<file path="src/rtl/spi_mnrch_pkg.sv">
// Shared constants and state encoding for the spi_mnrch SPI master.
package spi_mnrch_pkg;

    localparam int unsigned DATA_W = 16;
    localparam int unsigned DIV_W  = 5;
    localparam int unsigned CNT_W  = $clog2(DATA_W + 1);

    localparam logic [DIV_W-1:0] DivLoad = 5'b10111;
    localparam logic [DIV_W-1:0] DivRise = 5'b01111;
    localparam logic [DIV_W-1:0] DivFall = 5'b11111;

    typedef enum logic [1:0] {
        StIdle,
        StFront,
        StShift,
        StBack
    } state_e;

endpackage

</file>
<file path="src/rtl/spi_mnrch.sv">
// 16-bit mode-3 SPI master; SCLK = divider MSB, MSB first, one frame per snd pulse.
// Optional busy output when SPI_MNRCH_BUSY_EN is defined.
module spi_mnrch
    import spi_mnrch_pkg::*;
(
    input  logic              clk,
    input  logic              rst,
    input  logic              snd,
    input  logic [DATA_W-1:0] cmd,
    input  logic              MISO,
    output logic              SS_n,
    output logic              SCLK,
    output logic              MOSI,
    output logic              done,
`ifdef SPI_MNRCH_BUSY_EN
    output logic              busy,
`endif
    output logic [DATA_W-1:0] resp
);

    state_e             state_q, state_d;
    logic [DIV_W-1:0]   div_q, div_d;
    logic [DATA_W-1:0]  shft_q, shft_d;
    logic [CNT_W-1:0]   cnt_q, cnt_d;
    logic               smpl_q, smpl_d;
    logic               done_q, done_d;
    logic               ss_n_q, ss_n_d;

    always_ff @(posedge clk or posedge rst) begin
        if (rst) begin
            state_q <= StIdle;
            div_q   <= DivLoad;
            shft_q  <= '0;
            cnt_q   <= '0;
            smpl_q  <= 1'b0;
            done_q  <= 1'b0;
            ss_n_q  <= 1'b1;
        end else begin
            state_q <= state_d;
            div_q   <= div_d;
            shft_q  <= shft_d;
            cnt_q   <= cnt_d;
            smpl_q  <= smpl_d;
            done_q  <= done_d;
            ss_n_q  <= ss_n_d;
        end
    end

    always_comb begin
        state_d = state_q;
        div_d   = div_q;
        shft_d  = shft_q;
        cnt_d   = cnt_q;
        smpl_d  = smpl_q;
        done_d  = done_q;
        ss_n_d  = ss_n_q;
        unique case (state_q)
            StIdle: begin
                // Divider rests at the load value; the accept edge is its first count.
                div_d = DivLoad;
                if (snd) begin
                    shft_d  = cmd;
                    div_d   = DivLoad + DIV_W'(1);
                    done_d  = 1'b0;
                    cnt_d   = '0;
                    ss_n_d  = 1'b0;
                    state_d = StFront;
                end
            end
            StFront: begin
                div_d = div_q + DIV_W'(1);
                if (div_q == DivFall) begin
                    state_d = StShift;
                end
            end
            StShift: begin
                div_d = div_q + DIV_W'(1);
                if (div_q == DivRise) begin
                    smpl_d = MISO;
                end
                if (div_q == DivFall) begin
                    shft_d = {shft_q[DATA_W-2:0], smpl_q};
                    cnt_d  = cnt_q + CNT_W'(1);
                    if (cnt_q == CNT_W'(DATA_W - 1)) begin
                        // Last shift ends the frame; holding the divider suppresses a trailing fall.
                        div_d   = DivLoad;
                        ss_n_d  = 1'b1;
                        done_d  = 1'b1;
                        state_d = StBack;
                    end
                end
            end
            StBack: begin
                div_d   = DivLoad;
                state_d = StIdle;
            end
            default: state_d = StIdle;
        endcase
    end

    assign SCLK = (state_q == StFront || state_q == StShift) ? div_q[DIV_W-1] : 1'b1;
    assign SS_n = ss_n_q;
    assign MOSI = shft_q[DATA_W-1];
    assign done = done_q;
    assign resp = shft_q;

`ifdef SPI_MNRCH_BUSY_EN
    assign busy = ~ss_n_q;
`endif

endmodule

</file>
<file path="config.mk">
export PLATFORM = sky130hd
export DESIGN_NAME = spi_mnrch
export DESIGN_NICKNAME = d
export VERILOG_FILES = /design/src/rtl/spi_mnrch_pkg.sv /design/src/rtl/spi_mnrch.sv
export SDC_FILE = /design/constraint.sdc
export NUM_CORES = 1
export LEC_CHECK = 0
export ABC_CLOCK_PERIOD_IN_PS = 2300
export CAP_MARGIN = 10
export CORE_MARGIN = 1
export CORE_UTILIZATION = 38
export CTS_CLUSTER_DIAMETER = 60
export DETAILED_ROUTE_END_ITERATION = 8
export HOLD_SLACK_MARGIN = 0.1
export MAX_ROUTING_LAYER = met4
export PLACE_DENSITY = 0.68
export SLEW_MARGIN = 20
export SYNTH_ARGS = -nofsm -noshare
export SYNTH_HDL_FRONTEND = slang
export SYNTH_SLANG_ARGS = --single-unit
</file>
<file path="constraint.sdc">
create_clock -name clk -period 2.3 [get_ports clk]
set_input_delay 0.23 -clock clk [delete_from_list [all_inputs] [get_ports clk]]
set_output_delay 0.23 -clock clk [all_outputs]
set_load 0.01 [all_outputs]
</file>
* Word-level counts from Yosys, hierarchy flattened
Index checks and enable logic that the tools add are counted.
Word-level totals: register bits 31, bits of input ports 20, output and inout port bits 20, word-level logic and storage cells 46
Cells by class: $add $sub $neg 2, equality and inequality tests 10, multiplexer cells 20, reductions and logical operators 7
Operators by type and width (number):
- $mux W16 | 2
- $pmux W16 S2 | 1
- $mux W5 | 4
- $pmux W5 S4 | 1
- $add A5 B1 Y5 const B | 2
- $eq A5 B4 Y1 const B | 2
- $pmux W5 S2 | 1
- $mux W2 | 4
- $ne A2 B2 Y1 const B | 4
- $pmux W2 S4 | 1
- $reduce_and A4 Y1 | 2
- $eq A5 B5 Y1 const B | 1
- $eq A2 B2 Y1 const B | 2
- $mux W1 | 4
- $mux W4 | 1
- $reduce_and A3 Y1 | 1
- $eq A2 B1 Y1 const B | 1
- $logic_not A2 Y1 | 1
- $pmux W1 S2 | 1
- $reduce_and A2 Y1 | 1
- $reduce_bool A2 Y1 | 1
- $logic_or A1 B1 Y1 | 1

* Depth between registers and ports, before layout
depth in word-level cells 4, depth in mapped cells 8, gate-level depth less buffers 7

* Worst setup path after synthesis
Ideal clock, no wire load.
path type reg2reg, from register div_q[0], to register shft_q[0] (netlist: resp[0]), library setup time 0.123 ns, arrival time 1.776 ns, data required time 2.177 ns, path slack 0.401 ns, cell stages (with the launch flop) 8, path buffers 1, clock period less this slack 1.899 ns, cell sequence dfstp_2 > ha_1 > and3_1 > ha_1 > inv_1 > a21oi_4 > buf_4 > a21oi_2
On the way: longest elaborated chain between the ends 3
Ends and longest elaborated chain:
- from (decl) | RTL line spi_mnrch.sv:22 | logic [DIV_W-1:0] div_q, div_d;
- from (signal assigned) | RTL line spi_mnrch.sv:32 | div_q <= DivLoad;
- from (signal assigned) | RTL line spi_mnrch.sv:40 | div_q <= div_d;
- $eq A5 B5 Y1 | RTL line spi_mnrch.sv:81 | if (div_q == DivFall) begin
- $ne A2 B2 Y1 (no source line)
- $reduce_and A3 Y1 (no source line)
- to (signal assigned) | RTL line spi_mnrch.sv:41 | shft_q <= shft_d;
- to (decl) | RTL line spi_mnrch.sv:23 | logic [DATA_W-1:0] shft_q, shft_d;
Every way passes these cells. A chain may end at the register's enable or synchronous reset.

* Worst setup path after layout
from register div_q[0], to register shft_q[4] (netlist: resp[4])
The elaborated chain is that of the path after synthesis.

==> results by group <==
Timing
  • Max Slew Vio Count: 0
  • Slew HR: 73.7%
  • Post-route minimum period: 2.04 ns
  • Final Hold Violating Endpoints: 0
  • Final worst-path cycle share: 88.6%
  • Unrepaired setup endpoints after global routing: false
  • Achievable Freq: 0.491 GHz
  • Final setup viols: 0
  • Worst Tran Pin Value: 0.395 ns
  • Worst Skew: 0.00392 ns
  • Setup TNS: 0 ns

Clocking
  • Post-CTS sizing: 0
  • Hold buffers post-CTS: 0
  • Longest Clk Path Bufs: 2
  • Post-CTS Setup Bufs: 0
  • Worst-path clk slew: 0.06 ns
  • TritonCTS clock tree: yes
  • Sink Count: 31
  • CTS root buffer: clkbuf_8
  • Total CTS buffers: 5
  • Clk_lat worst skew: 0.27 ns
  • H-tree depth: 2

Drt
  • DRT Wirelength: 3.37 mm
  • Average routed wire per standard cell: 13.3 µm
  • Vias per inst: 5.00
  • DRT antenna net count: 0
  • # DRC: 0
  • DR vias: 1266
  • DRT iter0 DRCs: 84
  • Drt pass-1 iters: 4

Synthesis
  • Simple-Gate Fraction of Synth Area: 12.3%
  • EDFF count, synth: 0
  • Largest family of logic cells by synthesized area: compound AO/OA/AOI/OAI gates
  • Synth warn: 0
  • Synth Area in XOR/XNOR: 1.02%
  • Synth Area per Inst: 10.7 µm²
  • Sequential share of the synthesized area: 45.6%
  • Post-Syn Nets: 189
  • Library cells used by synthesis: 35
  • Compound-Gate Fraction of Synth Area: 15.7%
  • Synthesized instance count: 160
  • Post-Synth Adder-Cell Area: 6.56%
  • Post-synth ARST share: 100%
  • Mux share of post-synthesis cell area: 13.1%
  • Synthesized area: 0.00172 mm²
  • Seq cells post-synth: 31
  • Most used flip-flop cell after synthesis: dfrtp_1

Critical path
  • Critical Path Fanout Max: 32
  • Worst reg-to-reg setup slack: 0.26 ns
  • Type of the worst setup path: reg2reg
  • Setup crit start kind: register
  • CP Capture Type: register
  • Worst EP required: 2.50 ns
  • Worst Path Arrival: 2.24 ns

Power and ir drop
  • Leakage: 1.05 nW
  • Pwr Total: 1.05 mW
  • PwrDens: 468 mW/mm²
  • Worst vdd ir: 0.229 mV

Floorplan
  • Row count: 24
  • Die area: 0.00479 mm²
  • Starting density of the core: 39.4%
  • Die X-Extent: 69.2 µm
  • I/O pin count: 40
  • Core Area: 0.00435 mm²
  • Chip height: 69.2 µm

Outcome
  • Status: finished, final reports clean

Hold path
  • Hold Path Class: in2async

GRT
  • Vias in the first global route: 1270
  • GRT overflow: 0
  • Pin count of the biggest net entering global routing: 33
  • GRT Total Usage: 16.0%
  • First-pass GRT wire length: 5.95 mm
  • Initial antenna violation count: 0

Placed design
  • GPL Wtd Cong: 0.813
  • Port bufs: 39
  • Final HPWL DP: 2.49 mm

Finish
  • Final #Nets: 229
  • N_diodes: 0
  • Synth-to-Final Area Change: 31.3%
  • Layout cells sized above 1: 18.9%

Run
  • Maxcap violations: 0
power by group:
| group | leakage [nW] | internal [mW] | total (mW) | switching, mW |
|---|---|---|---|---|
| combinational | 0.605 | 0.0312 | 0.0481 | 0.0168 |
| sequential | 0.392 | 0.547 | 0.547 | 0.000437 |
| clock | 0.0515 | 0.273 | 0.459 | 0.187 |
critical path: stages, from the launching register on:
cell and delay [ns]:
dfstp_2 0.55, ha_1 0.19, and3_1 0.20, ha_2 0.26, inv_1 0.12, a21oi_4 0.23, buf_12 0.23, nor2_1 0.06
a21oi_1 0.12
layer usage:
| layer | vias to the layer above | track usage [%] | routed length, µm |
|---|---|---|---|
| li1 | 634 | - | - |
| met3 | 5 | 3.05 | 97 |
| met2 | 22 | 26.5 | 1740 |
| met4 | 0 | 6.80 | 50 |
| met5 | - | - | 0 |
| met1 | 605 | 19.1 | 1480 |
kinds of logic after synthesis:
family	after synthesis
compound gates	35
xor+xnor	2
fa+ha+maj	9
buf+inv	17
flops	31
mux	21
simple gates	45
final timing paths:
check,start,endpoint,cells after the start
worst min-delay path,rst,smpl_q,3
min in group clk,cnt_q[4],cnt_q[4],1
worst max register to register,div_q[0],resp[4],8
max in group asynchronous,rst,SS_n,3
worst max-delay path,div_q[0],resp[4],8
worst min register to register,cnt_q[4],cnt_q[4],1
synth_stat cells (3+ instances only):
cell type | number | area share (%)
a21oi_1 | 6 | 1.7
mux2i_1 | 18 | 10
o21ai_0 | 5 | 1.5
a21oi_2 | 14 | 7.1
dfstp_2 | 5 | 7.7
ha_1 | 9 | 6.6
nor2_2 | 4 | 1.5
dfrtp_1 | 26 | 38
buf_6 | 3 | 2.0
nand2_1 | 8 | 1.7
a22o_1 | 3 | 1.5
nor2_1 | 19 | 4.2
nand3_1 | 3 | 0.87
inv_1 | 8 | 1.7
buf_2 | 4 | 1.2
metrics by stage:
stage / instance area (µm²) / cells / hold slack (ns) / utilization (%) / setup slack (ns)
finish: 2250 / 253 / 0.344 / 51.8 / 0.263
global route: 2250 / 253 / 0.377 / 51.8 / 0.0925
CTS: 2250 / 253 / 0.352 / 51.7 / 0.168
detailed placement: 2150 / 245 / 0.493 / 49.4 / 0.195
global placement: 2150 / 245 / 0.493 / 49.4 / 0.300
floorplan: 1720 / 160 / 0.330 / - / 0.401
placed cells by master, fill, tap and decap left out:
cell type	instances
a211oi_1	1
a21oi_1	6
a21oi_2	14
a21oi_4	1
a22o_1	3
a31o_2	1
and2_1	2
and3_1	2
buf_12	2
buf_4	1
clkbuf_1	1
clkbuf_8	7
clkdlybuf4s50_1	39
dfrtp_1	26
dfstp_2	5
ha_1	8
ha_2	1
inv_1	8
mux2_1	1
mux2_2	1
mux2i_1	18
mux2i_4	1
nand2_1	8
nand2b_1	1
nand3_1	3
nand3b_1	1
nand4_1	1
nor2_1	19
nor2_2	4
nor2b_1	2
nor3_1	1
nor3b_1	1
o21ai_0	5
o221ai_1	1
o2bb2ai_1	1
o31ai_1	2
xnor2_1	1
xor2_1	1
flip-flops by register name, indices dropped and copies added, names as in the netlist:
name / flops
resp: 16
cnt_q: 5
div_q: 5
state_q: 2
SS_n: 1
done: 1
smpl_q: 1
final cells by class:
class	instances	area [µm²]
timing repair buffer	42	438
fill	389	2100
inverter	8	30.0
tap	52	65.1
multi-input combinational	112	838
clock buffer	8	100
sequential	31	782
Note: power is estimated with default switching activity, not from simulation.
